--- config.mk ---
export PLATFORM = sky130hd
export DESIGN_NAME = spi_display_receiver
export DESIGN_NICKNAME = d
export VERILOG_FILES = /design/src/rtl/spi_display_receiver.sv
export SDC_FILE = /design/constraint.sdc
export NUM_CORES = 1
export LEC_CHECK = 0
export ABC_AREA = 1
export CAP_MARGIN = 20
export CORE_UTILIZATION = 54
export CTS_BUF_LIST = sky130_fd_sc_hd__clkbuf_8 sky130_fd_sc_hd__clkbuf_16
export DETAILED_ROUTE_END_ITERATION = 10
export PLACE_DENSITY_LB_ADDON = 0.1
export SYNTH_ARGS = -nofsm -noshare
export SYNTH_HDL_FRONTEND = slang
export SYNTH_SLANG_ARGS = --single-unit
--- constraint.sdc ---
create_clock -name clk -period 3.3 [get_ports clk]
set_input_delay 0.66 -clock clk [delete_from_list [all_inputs] [get_ports clk]]
set_output_delay 0.66 -clock clk [all_outputs]
set_load 0.005 [all_outputs]
--- src/rtl/spi_display_receiver.sv ---
// SPI slave that receives 16-bit address/data command words and keeps the display register file.
// Optional macro BCD_DECODE_EN enables Code-B digit decoding on the segment read port.
module spi_display_receiver #(
  parameter int SYNC_STAGES = 2
) (
  input  logic       clk,
  input  logic       res,
  input  logic       sck,
  input  logic       mosi,
  input  logic       cs,
  input  logic [2:0] rd_addr,
  output logic [7:0] rd_seg,
  output logic [7:0] decode_mode,
  output logic [3:0] intensity,
  output logic [2:0] scan_limit,
  output logic       shutdown,
  output logic       display_test,
  output logic       word_valid,
  output logic       frame_err
);

  typedef enum logic [1:0] {IDLE, SHIFT, COMMIT, ERR} state_t;

  state_t                 state_q;
  logic [SYNC_STAGES-1:0] sck_sync_q, mosi_sync_q, cs_sync_q;
  logic                   sck_prev_q, cs_prev_q;
  logic [15:0]            shift_q, shift_d;
  logic [4:0]             cnt_q, cnt_d;
  logic [7:0]             digit_q [8];
  logic [7:0]             decode_mode_q;
  logic [3:0]             intensity_q;
  logic [2:0]             scan_limit_q;
  logic                   shutdown_q, display_test_q;
  logic                   word_valid_q, frame_err_q;

  logic sck_s, mosi_s, cs_s;
  logic sck_rise, cs_rise, cs_fall;
  logic [2:0] wr_idx;
  logic unused_msb;

  assign sck_s  = sck_sync_q[SYNC_STAGES-1];
  assign mosi_s = mosi_sync_q[SYNC_STAGES-1];
  assign cs_s   = cs_sync_q[SYNC_STAGES-1];

  assign sck_rise = sck_s & ~sck_prev_q;
  assign cs_rise  = cs_s & ~cs_prev_q;
  assign cs_fall  = ~cs_s & cs_prev_q;

  // Address nibble 1..8 maps to digit 0..7; 3-bit wrap turns address 8 into index 7.
  assign wr_idx = shift_d[10:8] - 3'd1;

  // The oldest bit falls out of the register; the upper address nibble is don't-care anyway.
  assign unused_msb = shift_q[15];

  // Synchronisers; cs resets low so a cs still held low after reset never looks like a falling edge.
  always_ff @(posedge clk or posedge res) begin
    if (res) begin
      sck_sync_q  <= '0;
      mosi_sync_q <= '0;
      cs_sync_q   <= '0;
      sck_prev_q  <= 1'b0;
      cs_prev_q   <= 1'b0;
    end else begin
      sck_sync_q  <= {sck_sync_q[SYNC_STAGES-2:0], sck};
      mosi_sync_q <= {mosi_sync_q[SYNC_STAGES-2:0], mosi};
      cs_sync_q   <= {cs_sync_q[SYNC_STAGES-2:0], cs};
      sck_prev_q  <= sck_s;
      cs_prev_q   <= cs_s;
    end
  end

  // The bit arriving with a cs rise is shifted and counted before the length check.
  always_comb begin
    shift_d = shift_q;
    cnt_d   = cnt_q;
    if (sck_rise) begin
      shift_d = {shift_q[14:0], mosi_s};
      cnt_d   = (cnt_q == 5'd17) ? cnt_q : cnt_q + 5'd1;
    end
  end

  always_ff @(posedge clk or posedge res) begin
    if (res) begin
      state_q        <= IDLE;
      shift_q        <= '0;
      cnt_q          <= '0;
      for (int i = 0; i < 8; i++) digit_q[i] <= '0;
      decode_mode_q  <= '0;
      intensity_q    <= '0;
      scan_limit_q   <= '0;
      shutdown_q     <= 1'b1;
      display_test_q <= 1'b0;
      word_valid_q   <= 1'b0;
      frame_err_q    <= 1'b0;
    end else begin
      word_valid_q <= 1'b0;
      frame_err_q  <= 1'b0;
      case (state_q)
        IDLE: begin
          if (cs_fall) begin
            state_q <= SHIFT;
            shift_q <= '0;
            cnt_q   <= '0;
          end
        end
        SHIFT: begin
          shift_q <= shift_d;
          cnt_q   <= cnt_d;
          if (cs_rise) begin
            if (cnt_d == 5'd16) begin
              state_q      <= COMMIT;
              word_valid_q <= 1'b1;
              case (shift_d[11:8])
                4'h1, 4'h2, 4'h3, 4'h4,
                4'h5, 4'h6, 4'h7, 4'h8: digit_q[wr_idx] <= shift_d[7:0];
                4'h9: decode_mode_q  <= shift_d[7:0];
                4'hA: intensity_q    <= shift_d[3:0];
                4'hB: scan_limit_q   <= shift_d[2:0];
                4'hC: shutdown_q     <= ~shift_d[0];
                4'hF: display_test_q <= shift_d[0];
                default: ;
              endcase
            end else begin
              state_q     <= ERR;
              frame_err_q <= 1'b1;
            end
          end
        end
        COMMIT:  state_q <= IDLE;
        ERR:     state_q <= IDLE;
        default: state_q <= IDLE;
      endcase
    end
  end

`ifdef BCD_DECODE_EN
  function automatic logic [6:0] code_b(input logic [3:0] v);
    case (v)
      4'h0: code_b = 7'h7E;
      4'h1: code_b = 7'h30;
      4'h2: code_b = 7'h6D;
      4'h3: code_b = 7'h79;
      4'h4: code_b = 7'h33;
      4'h5: code_b = 7'h5B;
      4'h6: code_b = 7'h5F;
      4'h7: code_b = 7'h70;
      4'h8: code_b = 7'h7F;
      4'h9: code_b = 7'h7B;
      4'hA: code_b = 7'h01;
      4'hB: code_b = 7'h4F;
      4'hC: code_b = 7'h37;
      4'hD: code_b = 7'h0E;
      4'hE: code_b = 7'h67;
      default: code_b = 7'h00;
    endcase
  endfunction
`endif

  always_comb begin
    rd_seg = digit_q[rd_addr];
    if (display_test_q) begin
      rd_seg = 8'hFF;
    end else if (shutdown_q) begin
      rd_seg = 8'h00;
    end else begin
`ifdef BCD_DECODE_EN
      if (decode_mode_q[rd_addr]) rd_seg = {digit_q[rd_addr][7], code_b(digit_q[rd_addr][3:0])};
`endif
    end
  end

  assign decode_mode  = decode_mode_q;
  assign intensity    = intensity_q;
  assign scan_limit   = scan_limit_q;
  assign shutdown     = shutdown_q;
  assign display_test = display_test_q;
  assign word_valid   = word_valid_q;
  assign frame_err    = frame_err_q;

endmodule

Word level (Yosys, flattened, before mapping). Index checks and enable logic that the tools add are counted.

Register bits after elaboration: 110. Input bits: 8. Output and inout bits: 27. Word-level logic and storage cells: 95.

Add/sub/neg operators: 2. Magnitude comparators: 3. Equal/unequal tests: 20. Muxes and demuxes: 25. Bitwise operators: 9. Reduce and logical (&&, ||, !) cells: 13.

Operators by type and width (count): $bwmux 64 (1); $mux 8 (5); $bmux 8 s3 (1); $demux 8 s3 (1); $eq 4x4->1 const B (6); $mux 12 (2); $pmux 12 s2 (1); $reduce_and 4->1 (6); $eq 4x3->1 const B (4); $mux 5 (3); $eq 5x5->1 const B (2); $pmux 5 s2 (1); $eq 4x2->1 const B (2); $ge 4x4->1 const B (2); $not 3->4 (2); $reduce_or 8->1 (1); $mux 1 (7); $pmux 2 s3 (1); $add 5x1->5 const B (1); $eq 2x2->1 const B (2); $eq 4x1->1 const B (1); $lt 4x1->1 const B (1); $mux 2 (2); $ne 2x2->1 const B (2); other kinds (9) (15).

Depth between registers and ports, before layout.
Depth after elaboration: 10. Depth in mapped cells: 16. Depth with buffers taken out: 13.

Worst setup path after synthesis. OpenSTA, ideal clock, no wires.

Path type: reg-to-reg. From: reg sck_sync_q[1]. To: reg digit_q[15] (netlist name). Setup time: 0.119 ns. Arrival time: 2.358 ns. Data required time: 3.181 ns. Slack: 0.823 ns. Stages on the path, launching flop included: 16. Buffers on the path: 5. Clock period less this slack: 2.477 ns. Path through: dfrtp_1 -> nand2_2 -> buf_4 -> clkbuf_1 -> nand2_1 -> o21ai_0 -> inv_1 -> ha_1 -> nor3_1 -> nand3_1 -> and2_1 -> buf_6 -> buf_6 -> buf_6 -> nand4_1 -> nand2_1.

Word-level cells in the longest chain between the ends: 9. Elaborated cells between the ends (all ways): 22. Those cells by class: 1 x add/sub; 2 x order compare; 9 x eq/ne; 5 x mux; 2 x bitwise; 3 x reduce/logical.

Ends and longest elaborated chain: from (decl) (line 25) `logic [SYNC_STAGES-1:0] sck_sync_q, mosi_sync_q, cs_sync_q;`; from (signal assigned) (line 64) `sck_sync_q <= {sck_sync_q[SYNC_STAGES-2:0], sck};`; $and 1x1->1 * (line 45) `assign sck_rise = sck_s & ~sck_prev_q;`; $mux 12 (line 76) `if (sck_rise) begin`; $sub 3x1->3 (line 50) `assign wr_idx = shift_d[10:8] - 3'd1;`; $not 3->4 (implied by the code) (line 115) `4'h5, 4'h6, 4'h7, 4'h8: digit_q[wr_idx] <= shift_d[7:0];`; $ge 4x4->1 (implied by the code) / $lt 4x1->1 (equally long branches) (line 115); $logic_and 1x1->1 (implied by the code) (line 115); $mux 8 (implied by the code) (line 115); $demux 8 s3 (line 115); $bwmux 64 (line 115); to (signal, indexed assignment) (line 115); to (decl) (line 29) `logic [7:0] digit_q [8];`.

Every way passes the cells marked *; elsewhere a longest branch is shown, timed or not. A chain may end at the register's enable or synchronous reset.

Final worst setup path.
From: in rd_addr[1]. To: out rd_seg[0].

Word-level cells in the longest chain between the ends: 6.

Ends and longest elaborated chain: from (decl) (line 11) `input logic [2:0] rd_addr,`; $not 3->4 (implied by the code) (line 160) `rd_seg = digit_q[rd_addr];`; $bmux 8 s3 (line 160); $mux 8 (implied by the code) (2 in a row) (line 160); $mux 8 (line 163) `end else if (shutdown_q) begin`; $mux 8 (line 161) `if (display_test_q) begin`; to (decl) (line 12) `output logic [7:0] rd_seg,`.

No other way between the ends. The select of a mux whose other input is x is not followed.

==> flow_summary.json <==
{
  "dieWidth_um": 103.6,
  "layout-drive-gt1-share_pct": 11.44,
  "holdWs_ps": 366.0,
  "stdcell_area_um2": 6386,
  "dpl_cell_area_um2": 6173,
  "grt_max_degree": 111,
  "netlist.area_leader.share_pct": 48.93,
  "drv_cap": 0,
  "cts.reportedPaths.clkPinSlew_ps": 110,
  "yosysWarnings": 0,
  "first_pass_iters": 5,
  "endpoint_kind": "output port",
  "cp-endpoint": "rd_seg[0]",
  "ios": 35,
  "p_int_mw": 1.955,
  "critPathMostFrequentCell": "clkdlybuf4s50_1",
  "cts_sinks": 110,
  "synth.cell_area_um2": 5574,
  "synth_most_common_cell": "nand2_1",
  "rrSetupSlack_ps": 630,
  "antenna_left": 0,
  "synth-seq-area-share_pct": 49.41,
  "critPathMaxFanout": 16,
  "grt_pass1_wl_mm": 23.28,
  "drt-total-wl_mm": 14.20,
  "syn_to_final_growth_pct": 14.57,
  "finalCritPeriodShare_pct": 90.10,
  "grt_usage_pct": 27.81,
  "htree_levels": 3,
  "path_depth": 8,
  "num_vias": 4869,
  "slew_headroom_pct": 24.17,
  "ys_dominant_reg_cell": "dfrtp_1",
  "die_area_um2": 10730,
  "insertedDiodeCount": 0,
  "final_cells": 841,
  "clk_latency_ps": 380,
  "r2r-start": "sck_sync_q[1]",
  "p_comb_share_pct": 22.3,
  "r2r_cells": 10,
  "synth_area_leaders": "dfrtp_1 (49%), nand2_1 (14%), nand4_1 (7.6%), nand3_1 (4.2%), o21ai_0 (3.2%)",
  "rows": 36,
  "skew_ps": 12.07,
  "fin_nets": 717,
  "hold_class": "flip-flop to flip-flop",
  "dpl.hpwl_mm": 9.589,
  "clock_path_buffers": 2,
  "post-place-ws_ps": 344.2,
  "crit_arrival_ps": 2310,
  "tightest_slew_ps": 1130,
  "crit_type": "input pin to output port",
  "drc": 0,
  "root_buffer": "clkbuf_8",
  "fin_tns_setup_ps": 0,
  "worst_slack_ps": 326.7,
  "cts_buffers": 9,
  "routedWlPerCell_um": 16.88,
  "cts-resized-gates": 0,
  "grt_setup_unrepaired": "false",
  "cp_cell_sequence": "clkdlybuf4s50_1 > buf_4 > a21oi_1 > o21ai_0 > o211ai_1 > nand3_1 > nand2_1 > clkdlybuf4s50_1",
  "cpPeakStageDelay_ps": 490,
  "worstSetupStartpoint": "rd_addr[1]",
  "grt_overflow_total": 0,
  "post-cts-setup-buffer-count": 0,
  "setup_violations": 0,
  "yosys.area.top_type": "dfrtp_1",
  "synth-seq-cells": 110,
  "crit_required_ps": 2640,
  "period_needed_ps": 2973,
  "synthCells": 658,
  "status": "complete, no violations",
  "finalWeightedCongestion": 0.8936,
  "fmax_mhz": 336.3,
  "power.share.clock_pct": 28.7,
  "die_h_um": 103.6,
  "core_area_um2": 9910,
  "cts_tree": "yes",
  "async_flop_share_pct": 100.0,
  "p_sw_mw": 1.005,
  "cp_top_family": "buffers and inverters",
  "first_global_vias": 4531,
  "p_leak_nw": 3.160,
  "hold_violations": 0,
  "start_util_pct": 56.25,
  "power_density_nw_per_um2": 463.6,
  "ys_types": 33,
  "vias_per_cell": 5.790,
  "syn-num-nets": 672,
  "ctsHoldBuffers": 0,
  "crit_slowest_cell": "clkdlybuf4s50_1",
  "dp.cells": 824,
  "power_frac_seq_pct": 49.0,
  "antenna_found_initial": 0,
  "crit_buf_inv": 3,
  "slew_viol_final": 0,
  "worstSetupStartpointType": "input pin",
  "n_fill_cell": 851,
  "initialDrtViolationCount": 342,
  "avgSynthCellArea_um2": 8.471,
  "switching_share_pct": 33.95,
  "portBuffers": 34,
  "peakVddDrop_mv": 0.3164,
  "synth.top_cells.by_count": "nand2_1 (209), dfrtp_1 (109), nand4_1 (68), inv_1 (48), nand3_1 (47)",
  "r2r-end": "digit_q[44]",
  "synth_edf_count": 0
}
[cell usage in the layout (no fill, tap or decap), types with 17 or more instances in the layout]
cell / Yosys / routed
buf_4: 4 / 30
clkdlybuf4s50_1: 0 / 33
dfrtp_1: 109 / 109
inv_1: 48 / 47
nand2_1: 209 / 209
nand3_1: 47 / 47
nand4_1: 68 / 68
o211ai_1: 17 / 17
o21ai_0: 36 / 36
[worst min path at each step]
stage                              start             end  slack (ps)  cells after the start
after floorplan             cs_sync_q[0]    cs_sync_q[1]         330                      0
after global routing      mosi_sync_q[0]  mosi_sync_q[1]         370                      0
after CTS                 mosi_sync_q[0]  mosi_sync_q[1]         370                      0
after global placement     sck_sync_q[0]   sck_sync_q[1]         330                      0
final                     mosi_sync_q[0]  mosi_sync_q[1]         370                      0
after detailed placement    cs_sync_q[0]    cs_sync_q[1]         340                      0
[registers in the layout, indices dropped and copies added (netlist names)]
register	cells
digit_q	64
frame_err	1
cs_sync_q	2
scan_limit	3
sck_prev_q	1
display_test	1
cs_prev_q	1
state_q	2
word_valid	1
sck_sync_q	2
shutdown	1
intensity	4
shift_q	12
mosi_sync_q	2
cnt_q	5
decode_mode	8
[power groups by stage]
stage	Clock (mW)	Sequential [mW]	Combinational [mW]
6_report	0.851	1.45	0.660
5_1_grt	0.912	1.46	0.722
4_1_cts	0.868	1.45	0.646
3_5_place_dp	0	1.48	0.645
3_3_place_gp	0	1.47	0.631
2_1_floorplan	0	1.46	0.467
[area by class of cell]
cell class | count | area (um2) | area share (%)
Clock buffer | 9 | 123.9 | 1.940
Clock inverter | 7 | 81.33 | 1.274
Inverter | 54 | 206.4 | 3.233
Multi-Input combinational cell | 460 | 2414 | 37.79
Sequential cell | 110 | 2754 | 43.12
Tap cell | 133 | 166.4 | 2.606
Timing Repair Buffer | 68 | 640.6 | 10.03
[stage by stage]
step | util, % | power (mW)
5_1_grt | 64.44 | 3.091
6_report | 64.44 | 2.960
2_1_floorplan | - | 1.926
4_1_cts | 64.37 | 2.963
3_3_place_gp | 62.30 | 2.103
3_5_place_dp | 62.30 | 2.121
[logic make-up after synthesis]
family	Yosys count	synth area share, %
buffers and inverters	88	7.318
flip-flops	110	49.41
multiplexers	16	2.873
AND/OR/NAND/NOR	356	30.71
AO/OA/AOI/OAI	82	8.350
adder cells (fa/ha/maj)	6	1.347
[routing by layer]
metal  vias up  GRT usage (%)  part of all wire [%]
met1      2324          36.26                    42
met2       179          45.59                    49
met4         0          10.46                   2.4
met3        31          5.916                   7.1
met5         -              0                     0
li1       2335              -                     -
(Power assumes the default switching activity.)
